<file path="src/rtl/line_stream_tx_pkg.sv">
// Shared definitions for the line stream transmitter: command bytes,
// pixel address split, FSM state encoding and row digit helpers.
package line_stream_tx_pkg;

    localparam logic [7:0] CMD_LINE   = 8'h4C;
    localparam logic [7:0] ASCII_ZERO = 8'h30;

    localparam int ROW_BITS  = 5;
    localparam int COL_BITS  = 6;
    localparam int ADDR_BITS = ROW_BITS + COL_BITS;

    typedef enum logic [2:0] {
        ST_IDLE,
        ST_CMD,
        ST_TENS,
        ST_ONES,
        ST_FETCH,
        ST_PIX_HI,
        ST_PIX_LO,
        ST_GAP
    } state_e;

    // Decimal split of a 0..31 row using compares only.
    function automatic logic [1:0] row_tens(input logic [ROW_BITS-1:0] row);
        if (row >= 5'd30) return 2'd3;
        if (row >= 5'd20) return 2'd2;
        if (row >= 5'd10) return 2'd1;
        return 2'd0;
    endfunction

    function automatic logic [3:0] row_ones(input logic [ROW_BITS-1:0] row);
        logic [ROW_BITS-1:0] r;
        r = row;
        if (row >= 5'd30)      r = row - 5'd30;
        else if (row >= 5'd20) r = row - 5'd20;
        else if (row >= 5'd10) r = row - 5'd10;
        return r[3:0];
    endfunction

endpackage

</file>
<file path="src/rtl/line_stream_tx_uart_tx_byte.sv">
// uart_tx_byte: 8N1 serialiser, LSB first, one byte per valid/ready handshake.
// Ports: clk_in, reset (async high), byte_valid/byte_data in, byte_ready out
// (high only while idle), tx_out (registered, idle high).
module uart_tx_byte #(
    parameter int UART_TICKS_PER_BIT = 20,
    parameter int UART_TICKS_WIDTH   = 5
) (
    input  logic       clk_in,
    input  logic       reset,
    input  logic       byte_valid,
    input  logic [7:0] byte_data,
    output logic       byte_ready,
    output logic       tx_out
);

    localparam logic [3:0] STOP_BIT = 4'd9;
    localparam logic [UART_TICKS_WIDTH-1:0] TICK_LAST =
        UART_TICKS_WIDTH'(UART_TICKS_PER_BIT - 1);
    // The stop bit leaves the active state one tick early: the idle cycle
    // that follows is the stop bit's last cycle, so a waiting byte starts
    // exactly one bit period later with no extra idle time.
    localparam logic [UART_TICKS_WIDTH-1:0] TICK_STOP =
        UART_TICKS_WIDTH'(UART_TICKS_PER_BIT - 2);

    logic                        active_q, active_d;
    logic                        tx_q, tx_d;
    logic [8:0]                  shift_q, shift_d;
    logic [3:0]                  bit_q, bit_d;
    logic [UART_TICKS_WIDTH-1:0] tick_q, tick_d;

    assign byte_ready = !active_q;
    assign tx_out     = tx_q;

    always_comb begin
        active_d = active_q;
        tx_d     = tx_q;
        shift_d  = shift_q;
        bit_d    = bit_q;
        tick_d   = tick_q;
        if (!active_q) begin
            if (byte_valid) begin
                active_d = 1'b1;
                tx_d     = 1'b0;
                shift_d  = {1'b1, byte_data};
                bit_d    = '0;
                tick_d   = '0;
            end
        end else if (bit_q == STOP_BIT && tick_q == TICK_STOP) begin
            active_d = 1'b0;
        end else if (tick_q == TICK_LAST) begin
            tick_d  = '0;
            bit_d   = bit_q + 4'd1;
            tx_d    = shift_q[0];
            shift_d = {1'b1, shift_q[8:1]};
        end else begin
            tick_d = tick_q + UART_TICKS_WIDTH'(1);
        end
    end

    always_ff @(posedge clk_in or posedge reset) begin
        if (reset) begin
            active_q <= 1'b0;
            tx_q     <= 1'b1;
            shift_q  <= '1;
            bit_q    <= '0;
            tick_q   <= '0;
        end else begin
            active_q <= active_d;
            tx_q     <= tx_d;
            shift_q  <= shift_d;
            bit_q    <= bit_d;
            tick_q   <= tick_d;
        end
    end

endmodule

</file>
<file path="src/rtl/line_stream_tx.sv">
// line_stream_tx: reads rows of RGB565 pixels and sends each as an
// "L<tens><ones><pixels>" line over 8N1 UART, one row or a full frame.
// Ports: clk_in, reset (async high), start/frame_mode/start_row request,
// pixel_rd/pixel_addr/pixel_data framebuffer port, tx_out serial line,
// busy while a transfer runs, done one-cycle completion pulse.
module line_stream_tx
    import line_stream_tx_pkg::*;
#(
    parameter int UART_TICKS_PER_BIT = 20,
    parameter int UART_TICKS_WIDTH   = 5,
    parameter int COLUMNS            = 64,
    parameter int ROWS               = 32,
    parameter int LINE_GAP_TICKS     = 40
) (
    input  logic                 clk_in,
    input  logic                 reset,
    input  logic                 start,
    input  logic                 frame_mode,
    input  logic [ROW_BITS-1:0]  start_row,
    output logic                 pixel_rd,
    output logic [ADDR_BITS-1:0] pixel_addr,
    input  logic [15:0]          pixel_data,
    output logic                 tx_out,
    output logic                 busy,
    output logic                 done
);

    localparam int GAP_W = $clog2(LINE_GAP_TICKS + 1) + 1;
    localparam logic [COL_BITS-1:0] LAST_COL = COL_BITS'(COLUMNS - 1);
    localparam logic [ROW_BITS-1:0] LAST_ROW = ROW_BITS'(ROWS - 1);
    localparam logic [GAP_W-1:0]    GAP_END  = GAP_W'(LINE_GAP_TICKS);
    // Continuing a frame leaves one cycle early: the next L is accepted a
    // cycle later, so its start bit lands exactly LINE_GAP_TICKS after the
    // previous stop bit, matching where done would have risen.
    localparam logic [GAP_W-1:0]    GAP_NEXT = GAP_W'(LINE_GAP_TICKS - 1);

    state_e              state_q, state_d;
    logic [ROW_BITS-1:0] row_q, row_d;
    logic [COL_BITS-1:0] col_q, col_d;
    logic                frame_q, frame_d;
    logic                wait_q, wait_d;
    logic [15:0]         pix_q, pix_d;
    logic [GAP_W-1:0]    gap_q, gap_d;
    logic                done_q, done_d;

    logic                byte_valid;
    logic [7:0]          byte_data;
    logic                byte_ready;

    assign pixel_addr = {row_q, col_q};
    assign busy       = (state_q != ST_IDLE);
    assign done       = done_q;

    always_comb begin
        state_d    = state_q;
        row_d      = row_q;
        col_d      = col_q;
        frame_d    = frame_q;
        wait_d     = 1'b0;
        pix_d      = pix_q;
        gap_d      = gap_q;
        done_d     = 1'b0;
        byte_valid = 1'b0;
        byte_data  = CMD_LINE;
        pixel_rd   = 1'b0;
        unique case (state_q)
            ST_IDLE: begin
                if (start) begin
                    frame_d = frame_mode;
                    row_d   = frame_mode ? '0 : start_row;
                    col_d   = '0;
                    state_d = ST_CMD;
                end
            end
            ST_CMD: begin
                byte_valid = 1'b1;
                byte_data  = CMD_LINE;
                if (byte_ready) state_d = ST_TENS;
            end
            ST_TENS: begin
                byte_valid = 1'b1;
                byte_data  = ASCII_ZERO + {6'd0, row_tens(row_q)};
                if (byte_ready) state_d = ST_ONES;
            end
            ST_ONES: begin
                byte_valid = 1'b1;
                byte_data  = ASCII_ZERO + {4'd0, row_ones(row_q)};
                if (byte_ready) state_d = ST_FETCH;
            end
            ST_FETCH: begin
                // First cycle strobes the read, second captures the data.
                if (!wait_q) begin
                    pixel_rd = 1'b1;
                    wait_d   = 1'b1;
                end else begin
                    pix_d   = pixel_data;
                    state_d = ST_PIX_HI;
                end
            end
            ST_PIX_HI: begin
                byte_valid = 1'b1;
                byte_data  = pix_q[15:8];
                if (byte_ready) state_d = ST_PIX_LO;
            end
            ST_PIX_LO: begin
                byte_valid = 1'b1;
                byte_data  = pix_q[7:0];
                if (byte_ready) begin
                    if (col_q == LAST_COL) begin
                        gap_d   = '0;
                        state_d = ST_GAP;
                    end else begin
                        col_d   = col_q + COL_BITS'(1);
                        state_d = ST_FETCH;
                    end
                end
            end
            ST_GAP: begin
                // Counting starts once the serialiser has gone idle.
                if (byte_ready) begin
                    if (frame_q && row_q != LAST_ROW) begin
                        if (gap_q == GAP_NEXT) begin
                            row_d   = row_q + ROW_BITS'(1);
                            col_d   = '0;
                            state_d = ST_CMD;
                        end else begin
                            gap_d = gap_q + GAP_W'(1);
                        end
                    end else if (gap_q == GAP_END) begin
                        done_d  = 1'b1;
                        state_d = ST_IDLE;
                    end else begin
                        gap_d = gap_q + GAP_W'(1);
                    end
                end
            end
            default: state_d = ST_IDLE;
        endcase
    end

    always_ff @(posedge clk_in or posedge reset) begin
        if (reset) begin
            state_q <= ST_IDLE;
            row_q   <= '0;
            col_q   <= '0;
            frame_q <= 1'b0;
            wait_q  <= 1'b0;
            pix_q   <= '0;
            gap_q   <= '0;
            done_q  <= 1'b0;
        end else begin
            state_q <= state_d;
            row_q   <= row_d;
            col_q   <= col_d;
            frame_q <= frame_d;
            wait_q  <= wait_d;
            pix_q   <= pix_d;
            gap_q   <= gap_d;
            done_q  <= done_d;
        end
    end

    uart_tx_byte #(
        .UART_TICKS_PER_BIT (UART_TICKS_PER_BIT),
        .UART_TICKS_WIDTH   (UART_TICKS_WIDTH)
    ) u_ser (
        .clk_in     (clk_in),
        .reset      (reset),
        .byte_valid (byte_valid),
        .byte_data  (byte_data),
        .byte_ready (byte_ready),
        .tx_out     (tx_out)
    );

endmodule
</file>
<file path="config.mk">
export PLATFORM = sky130hd
export DESIGN_NAME = line_stream_tx
export DESIGN_NICKNAME = d
export VERILOG_FILES = /design/src/rtl/line_stream_tx_pkg.sv /design/src/rtl/line_stream_tx_uart_tx_byte.sv /design/src/rtl/line_stream_tx.sv
export SDC_FILE = /design/constraint.sdc
export NUM_CORES = 1
export LEC_CHECK = 0
export BUFFER_PORTS_ARGS = -buffer_cell sky130_fd_sc_hd__buf_2
export CORE_ASPECT_RATIO = 2
export CORE_MARGIN = 3
export CORE_UTILIZATION = 53
export CTS_BUF_LIST = sky130_fd_sc_hd__clkbuf_8
export CTS_CLUSTER_SIZE = 14
export DETAILED_ROUTE_END_ITERATION = 8
export PLACE_DENSITY = 0.7
export SLEW_MARGIN = 10
export SYNTH_ARGS = -nofsm -noshare
export SYNTH_HDL_FRONTEND = slang
export SYNTH_SLANG_ARGS = --single-unit
</file>
<file path="constraint.sdc">
create_clock -name clk_in -period 2.6 [get_ports clk_in]
set_clock_uncertainty 0.15 [all_clocks]
set_input_delay 0.13 -clock clk_in [delete_from_list [all_inputs] [get_ports clk_in]]
set_output_delay 0.13 -clock clk_in [all_outputs]
set_load 0.1 [all_outputs]
</file>
==> flow_summary.json, run 1 <==
{
  "crit_top_cell": "ha_1",
  "cts.sinks": 59,
  "postPlaceCellArea_mm2": 0.003900,
  "wl_mm": 8.292,
  "ys_types": 64,
  "slew_headroom": 0.6120,
  "placementRows": 41,
  "use_met1": 0.2810,
  "grt_pass1_wl_mm": 14.57,
  "top_usage_layer": "met2",
  "grt_max_degree": 29,
  "grtUsageTotal": 0.2442,
  "cp.arrival_ns": 2.54,
  "yosysSeqAreaShare": 0.4285,
  "synthCells": 367,
  "worstReg2RegEnd": "col_q[5]",
  "synthAdderAreaFrac": 0.05405,
  "post_cts_buffers": 0,
  "total_power_mw": 1.941,
  "root_buffer": "clkbuf_8",
  "routabilityCongestion": 0.9115,
  "pre_cts_ws_ns": 0.1596,
  "die_height_um": 120.5,
  "grt_pass1_vias": 3158,
  "crit_fanout": 7,
  "period_minus_slack_ns": 2.415,
  "ys_async_sr_fraction": 1.000,
  "antenna_found_initial": 0,
  "synth_compound_area_frac": 0.2007,
  "ir_drop_v": 0.0003543,
  "synth_common_cells": "dfrtp_1 (50), nand2_1 (28), o21ai_0 (24)",
  "drv_cap": 0,
  "cts_tree": "done",
  "ios": 40,
  "synthTopCellsByArea": "dfrtp_1 (36%), dfstp_2 (6.8%), mux2_2 (5.8%)",
  "rrSetupSlack_ns": 0.19,
  "avgSynthCellArea_um2": 9.461,
  "hpwl_mm": 6.051,
  "ant_nets": 0,
  "yosysTopAreaCell": "dfrtp_1",
  "cp-end-kind": "flip-flop",
  "reg2reg_depth": 8,
  "num_antenna_cells": 0,
  "use_met2": 0.4249,
  "start_util": 0.5503,
  "drc": 0,
  "fin_hold_ws_ns": 0.06160,
  "fmax_mhz": 414.1,
  "core_mm2": 0.006310,
  "cts_made_buffers": 9,
  "ys_ff_latch": 59,
  "path_cells": "ha_1 -> and2_1 -> ha_1 -> nor2b_4 -> o22a_1 -> o211ai_1 -> or4_1 -> a21boi_1",
  "fin_ws_ns": 0.1850,
  "cts.htree.levels": 3,
  "required_ns": 2.73,
  "p_leak_nw": 2.009,
  "syn_area_mm2": 0.003472,
  "clk_path_buf_depth": 2,
  "syn-num-nets": 407,
  "hold_path.class": "primary input to flip-flop",
  "synth-edff-count": 0,
  "fp.dieArea_mm2": 0.007617,
  "whs_endpoint": "row_q[1]",
  "synth-simple-area-share": 0.2043,
  "stdcell_area_mm2": 0.004313,
  "dr_total_vias": 3113,
  "drive_gt1_frac": 0.2752,
  "synth_mux_area_frac": 0.06414,
  "crit_path_start_kind": "flip-flop",
  "grt_overflow": 0,
  "path_clk_slew_ns": 0.06,
  "dp_cells": 499,
  "first_pass_iters": 4,
  "final-max-slew-violation-count": 0,
  "clk_latency_ns": 0.35,
  "synth_top_area_share": 0.3604,
  "fp.dieW_um": 63.23,
  "io_buffers": 39,
  "viasPerCell": 5.841,
  "synthFlopType": "dfrtp_1",
  "rsz0062_at_grt": "no",
  "post_drt_wl_per_cell_um": 15.56,
  "grt_use_met3": 0.03717,
  "r2r_start": "row_q[1]",
  "powerDensity_mw_per_mm2": 450.0,
  "slowest_delay_ns": 0.50,
  "final_core_util": 0.6835,
  "worstHoldStart": "start_row[1]",
  "fin_crit_sh": 0.9288,
  "drtIter0Drc": 224,
  "whs_path_depth": 5,
  "cp_slowest_cell": "or4_1",
  "nets": 482,
  "finalSetupViolations": 0,
  "syn_to_final_growth_pct": 24.22,
  "synth-xor-area-share": 0.007568,
  "tightest_slew_ns": 0.5811,
  "status": "finished clean",
  "critPathKind": "flip-flop to flip-flop",
  "instances_no_fill": 533,
  "synth_top_family_by_area": "simple AND/OR/NAND/NOR gates",
  "yosysMostFrequentCell": "dfrtp_1",
  "finalHoldViolations": 0,
  "fin_tns_setup_ns": 0,
  "synth_warnings": 0
}
registers in the layout, indices dropped and copies added (netlist names):
signal and flops:
u_ser.shift_q 8, state_q 3, u_ser.active_q 1, col_q 6, gap_q 7, u_ser.tick_q 5
done 1, u_ser.tx_out 1, wait_q 1, frame_q 1, u_ser.bit_q 4, pix_q 16
row_q 5
where the power goes:
group | switching (mW) | leakage (nW) | total, mW | internal [mW]
clock network | 0.372 | 0.117 | 0.958 | 0.586
logic | 0.0287 | 1.14 | 0.0639 | 0.0352
registers | 0 | 0.748 | 0.919 | 0.919
total | 0.401 | 2.01 | 1.94 | 1.54
worst max-delay path, delay by kind of cell (launching register included):
family / cells / cell delay, ns
simple gates: 3 / 0.86
compound gates: 3 / 0.48
flops: 1 / 0.44
fa+ha+maj: 2 / 0.42
layout by cell type (no fill, tap or decap), types with 4 or more instances in the layout:
cell | netlist | final
ha_1 | 15 | 15
dfstp_2 | 9 | 9
nand2b_1 | 7 | 7
buf_2 | 5 | 39
dlygate4sd3_1 | 0 | 18
clkbuf_8 | 0 | 11
mux2_2 | 18 | 18
dfrtp_2 | 0 | 4
inv_1 | 16 | 16
o31ai_1 | 6 | 6
dfrtp_1 | 50 | 46
o22a_1 | 5 | 5
nand4_1 | 4 | 4
nor2_1 | 22 | 22
nand3_1 | 14 | 14
nor3_1 | 14 | 14
nand3b_1 | 4 | 4
o21ai_0 | 24 | 24
buf_4 | 0 | 24
o21bai_1 | 4 | 4
and3_1 | 9 | 9
a21oi_1 | 22 | 22
a31oi_1 | 4 | 4
nand2_1 | 28 | 28
a211oi_1 | 5 | 5
timing repair:
item / 4_1_cts / 5_1_grt
hold endpoints to repair: 43 / 0
gates resized for setup: 0 / 1
endpoints found under the setup margin: 0 / 2
hold buffers: 18 / 0
kinds of logic after synthesis:
logic type / count (synthesis)
XOR/XNOR: 3
AND/OR/NAND/NOR: 132
multiplexers: 20
adder cells (fa/ha/maj): 15
AO/OA/AOI/OAI: 104
buffers and inverters: 34
flip-flops: 59
worst max path at each step:
stage              from        to  slack (ns)  cells after the start
2_1_floorplan  row_q[0]  col_q[4]        0.02                      9
3_3_place_gp   row_q[1]  col_q[3]        0.21                      8
3_5_place_dp   row_q[1]  col_q[3]        0.16                      8
4_1_cts        row_q[1]  col_q[3]        0.14                      8
5_1_grt        row_q[1]  col_q[5]        0.02                      8
6_report       row_q[1]  col_q[5]        0.19                      8
routing by layer:
metal | part of all wire | up-vias
met1 | 0.40 | 1522
met3 | 0.029 | 18
met2 | 0.54 | 64
li1 | - | 1509
met4 | 0.030 | 0
met5 | 0 | -
area by class of cell:
cell class	count	area (µm²)
Timing Repair Buffer	81	555.5
Fill cell	535	1997
Clock inverter	5	76.32
Tap cell	86	107.6
Multi-Input combinational cell	274	1866
Clock buffer	11	151.4
Inverter	17	63.81
Sequential cell	59	1493
Power figures use the tool's default switching activity.
==> inputs of run 2 (changes only) <==
Settings changed: BUFFER_PORTS_ARGS -buffer_cell sky130_fd_sc_hd__buf_2 to -buffer_cell sky130_fd_sc_hd__buf_4.
==> flow_summary.json, run 2 (synthesized netlist as in run 1, its figures left out) <==
{
  "final_core_util": 0.6917,
  "antenna_found_initial": 0,
  "stdcell_area_mm2": 0.004364,
  "total_power_mw": 1.852,
  "pre_cts_ws_ns": 0.2159,
  "drc": 0,
  "finalHoldViolations": 0,
  "status": "finished clean",
  "largest_register_ffs": 16,
  "placementRows": 41,
  "final-max-slew-violation-count": 0,
  "cp-end-kind": "flip-flop",
  "routabilityCongestion": 0.8442,
  "ir_drop_v": 0.0003300,
  "fin_crit_sh": 0.9265,
  "finalSetupViolations": 0,
  "critPathKind": "flip-flop to flip-flop",
  "fp.dieArea_mm2": 0.007617,
  "post_drt_wl_per_cell_um": 16.15,
  "grt_pass1_vias": 3198,
  "wl_mm": 8.545,
  "root_buffer": "clkbuf_8",
  "grt_pass1_wl_mm": 14.99,
  "fp.dieW_um": 63.23,
  "grt_max_degree": 35,
  "dr_total_vias": 3099,
  "crit_path_start_kind": "flip-flop",
  "crit_fanout": 6,
  "ff_latch_area_mm2": 0.001493,
  "rsz0062_at_grt": "no",
  "core_mm2": 0.006310,
  "clk_latency_ns": 0.35,
  "path_clk_slew_ns": 0.07,
  "grt_overflow": 0,
  "drive_gt1_frac": 0.2686,
  "ios": 40,
  "drv_cap": 0,
  "syn_to_final_growth_pct": 25.69,
  "fmax_mhz": 415.1,
  "drtIter0Drc": 169,
  "num_antenna_cells": 0,
  "post_cts_buffers": 0,
  "cts.sinks": 59,
  "postPlaceCellArea_mm2": 0.003980,
  "die_height_um": 120.5,
  "nets": 478,
  "clk_path_buf_depth": 2,
  "cp.arrival_ns": 2.50,
  "final_cell_mix": "buf_4 (58), dfrtp_1 (46), nand2_1 (28)",
  "cts_tree": "done",
  "cts.htree.levels": 3,
  "fin_tns_setup_ns": 0,
  "io_buffers": 39,
  "viasPerCell": 5.858,
  "first_pass_iters": 4,
  "slew_headroom": 0.6051,
  "multiInputGateArea_mm2": 0.001861,
  "required_ns": 2.69,
  "fill_cells": 523,
  "reg_top3": "pix_q (16), u_ser.shift_q (8), gap_q (7)",
  "cts_resized": 0,
  "grtUsageTotal": 0.2499,
  "hpwl_mm": 6.100,
  "rrSetupSlack_ns": 0.19,
  "ant_nets": 0,
  "powerDensity_mw_per_mm2": 424.4,
  "fin_ws_ns": 0.1911,
  "hold_path.class": "primary input to flip-flop",
  "start_util": 0.5503,
  "period_minus_slack_ns": 2.409,
  "tightest_slew_ns": 0.5902,
  "p_leak_nw": 2.021,
  "final_common_cell": "buf_4",
  "top_register": "pix_q",
  "cts_made_buffers": 9
}
-- run 2: worst paths after layout --
kind,startpoint,to,cells after the start
max reg2reg,row_q[1],gap_q[5],10
min in group asynchronous,reset,u_ser.tick_q[3],3
max,row_q[1],gap_q[5],10
min reg2reg,u_ser.tx_out,u_ser.tx_out,2
max in group asynchronous,reset,u_ser.shift_q[1],4
min,start,frame_q,3
-- run 2: repair_timing --
action,4_1_cts,5_1_grt
hold buffers,18,0
setup endpoints to repair,0,0
hold endpoints to repair,36,0
-- run 2: area by class of cell --
cell class,instances,share of cell area
Clock buffer,11,0.03469
Clock inverter,5,0.01204
Inverter,17,0.01462
Multi-Input combinational cell,274,0.4263
Sequential cell,59,0.3420
Tap cell,86,0.02466
Timing Repair Buffer,77,0.1456
-- run 2: per-layer routing --
layer  wire length [µm]  part of all wire  up-vias  global-route usage
met1               3331              0.39     1495              0.2803
met4                236             0.028        0              0.1299
li1                   -                 -     1494                   -
met5                  0                 0        -                   0
met2               4651              0.54       88              0.4408
met3                326             0.038       22             0.04926
-- run 2: critical path: stages (launching register included) --
cell and delay (ns):
dfrtp_2 0.41, ha_1 0.22, and2_1 0.14, ha_1 0.16, nor2b_2 0.07, buf_4 0.15, nor4_1 0.40, a211oi_1 0.09
buf_4 0.18, and3_1 0.16, o22a_1 0.19
-- run 2: through the flow --
step	hold WS (ns)	instances
global placement	0.06921	495
floorplan	0.1304	367
detailed placement	0.07744	495
global route	0.09387	529
CTS	0.08237	529
finish	0.09781	529
-- run 2: where the power goes --
group	internal [mW]	switching, mW	total [mW]	leakage, nW
Clock	0.489	0.367	0.857	0.110
Combinational	0.0463	0.0306	0.0769	1.16
Sequential	0.919	0	0.919	0.748
Total	1.45	0.398	1.85	2.02
==> inputs of run 3 (changes only) <==
==> constraint.sdc (replaced) <==
create_clock -name clk_in -period 2.6 [get_ports clk_in]
set_clock_uncertainty 0.15 [all_clocks]
set_input_delay 0.39 -clock clk_in [delete_from_list [all_inputs] [get_ports clk_in]]
set_output_delay 0.39 -clock clk_in [all_outputs]
set_load 0.1 [all_outputs]
==> flow_summary.json, run 3 (synthesized netlist as in run 1, its figures left out) <==
{
  "status": "finished clean",
  "finalSetupViolations": 0,
  "io_buffers": 39,
  "top_register": "pix_q",
  "placementRows": 41,
  "cts_tree": "done",
  "clk_path_buf_depth": 2,
  "wl_mm": 8.137,
  "fin_crit_sh": 0.9260,
  "ff_latch_area_mm2": 0.001493,
  "syn_to_final_growth_pct": 22.09,
  "core_mm2": 0.006310,
  "required_ns": 2.06,
  "post_cts_buffers": 0,
  "num_antenna_cells": 0,
  "cp-end-kind": "output port",
  "fin_hold_ws_ns": 0.1155,
  "crit_buf_inv": 2,
  "cp_top_family": "buffers and inverters",
  "hold_path.class": "primary input to flip-flop",
  "drive_gt1_frac": 0.2917,
  "cts_made_buffers": 9,
  "crit_top_cell": "buf_4",
  "drtIter0Drc": 164,
  "grt_overflow": 0,
  "p_leak_nw": 1.976,
  "final_cell_mix": "buf_4 (65), dfrtp_1 (46), nand2_1 (28)",
  "powerDensity_mw_per_mm2": 446.3,
  "largest_register_ffs": 16,
  "fin_tns_setup_ns": 0,
  "post_drt_wl_per_cell_um": 15.71,
  "path_cells": "buf_4 -> nor4_4 -> buf_4",
  "fin_ws_ns": 0.1924,
  "rsz0062_at_grt": "no",
  "tightest_slew_ns": 0.8115,
  "root_buffer": "clkbuf_8",
  "grt_max_degree": 30,
  "slew_headroom": 0.4574,
  "final-max-slew-violation-count": 0,
  "drv_cap": 0,
  "grt_pass1_wl_mm": 13.75,
  "cts.htree.levels": 3,
  "slowest_delay_ns": 0.60,
  "path_clk_slew_ns": 0.07,
  "reg_top3": "pix_q (16), u_ser.shift_q (8), gap_q (7)",
  "final_common_cell": "buf_4",
  "start_util": 0.5503,
  "crit_fanout": 21,
  "fp.dieW_um": 63.23,
  "multiInputGateArea_mm2": 0.001861,
  "fp.dieArea_mm2": 0.007617,
  "viasPerCell": 5.917,
  "fill_cells": 560,
  "cp_slowest_cell": "dfrtp_1",
  "critPathKind": "flip-flop to output port",
  "ios": 40,
  "first_pass_iters": 4,
  "drc": 0,
  "cts.sinks": 59,
  "die_height_um": 120.5,
  "grt_pass1_vias": 3045,
  "hpwl_mm": 6.175,
  "nets": 467,
  "ir_drop_v": 0.0005202,
  "grtUsageTotal": 0.2298,
  "pre_cts_ws_ns": 0.2286,
  "fmax_mhz": 415.4,
  "routabilityCongestion": 0.8723,
  "finalHoldViolations": 0,
  "cp.arrival_ns": 1.87,
  "period_minus_slack_ns": 2.408,
  "dr_total_vias": 3065,
  "crit_path_start_kind": "flip-flop",
  "clk_latency_ns": 0.35,
  "antenna_found_initial": 0,
  "ant_nets": 0
}
## run 3: cell count changes in the layout (fill, tap and decap cells not counted), sizes merged
cell / delta
bufinv: +1
clkinv: +2
inv: -1
buf: +6
clkbuf: -2
dlygate4sd3: -17
## run 3: routing by layer
| layer | vias to the layer above | share of wire | wire (µm) | global-route usage |
|---|---|---|---|---|
| met4 | 0 | 0.039 | 314 | 0.1488 |
| met5 | - | 0 | 0 | 0 |
| met2 | 70 | 0.54 | 4406 | 0.4196 |
| met1 | 1493 | 0.39 | 3199 | 0.2465 |
| li1 | 1478 | - | - | - |
| met3 | 24 | 0.027 | 217 | 0.02230 |
## run 3: worst reg2reg max path, cell delays in order, from the launching register on
cell	delay, ns
dfrtp_2	0.42
ha_1	0.21
and2_1	0.14
ha_1	0.15
nor2b_2	0.06
buf_4	0.14
nor4_1	0.37
a211oi_1	0.11
buf_4	0.17
and3_1	0.16
o22a_1	0.19
## run 3: final timing paths
path	startpoint	end	slack (ns)	cells past startpoint
max	state_q[0]	pixel_rd	0.19	3
min	pixel_data[2]	pix_q[2]	0.12	2
max reg2reg	row_q[1]	gap_q[3]	0.22	10
min reg2reg	u_ser.tx_out	u_ser.tx_out	0.31	2
max in group asynchronous	reset	u_ser.shift_q[1]	1.39	4
min in group asynchronous	reset	u_ser.tick_q[0]	0.31	3
## run 3: cell type report
class	instances	share of cell area
clock inverter	7	0.02184
multi-input combinational	274	0.4389
clock buffer	9	0.02922
tap	86	0.02538
inverter	17	0.01505
sequential	59	0.3521
timing repair buffer	66	0.1175
## run 3: repair_timing
action / 4_1_cts / 5_1_grt
endpoints found under the hold margin: 3 / 0
resized for setup: 0 / 0
endpoints found under the setup margin: 0 / 0
hold buffers: 1 / 0
## run 3: where the power goes
group / internal (mW) / total (mW) / switching [mW]
clock: 0.537 / 0.920 / 0.383
combinational: 0.0286 / 0.0534 / 0.0248
sequential: 0.918 / 0.918 / 0
total: 1.48 / 1.89 / 0.408
## run 3: stage by stage
| stage | util | instance area (µm²) | total power, mW | std cells |
|---|---|---|---|---|
| 2_1_floorplan | - | 3495 | 0.9525 | 367 |
| 3_3_place_gp | 0.6359 | 4013 | 0.9886 | 501 |
| 3_5_place_dp | 0.6359 | 4013 | 0.9893 | 501 |
| 4_1_cts | 0.6718 | 4239 | 1.911 | 518 |
| 5_1_grt | 0.6718 | 4239 | 1.945 | 518 |
| 6_report | 0.6718 | 4239 | 1.892 | 518 |
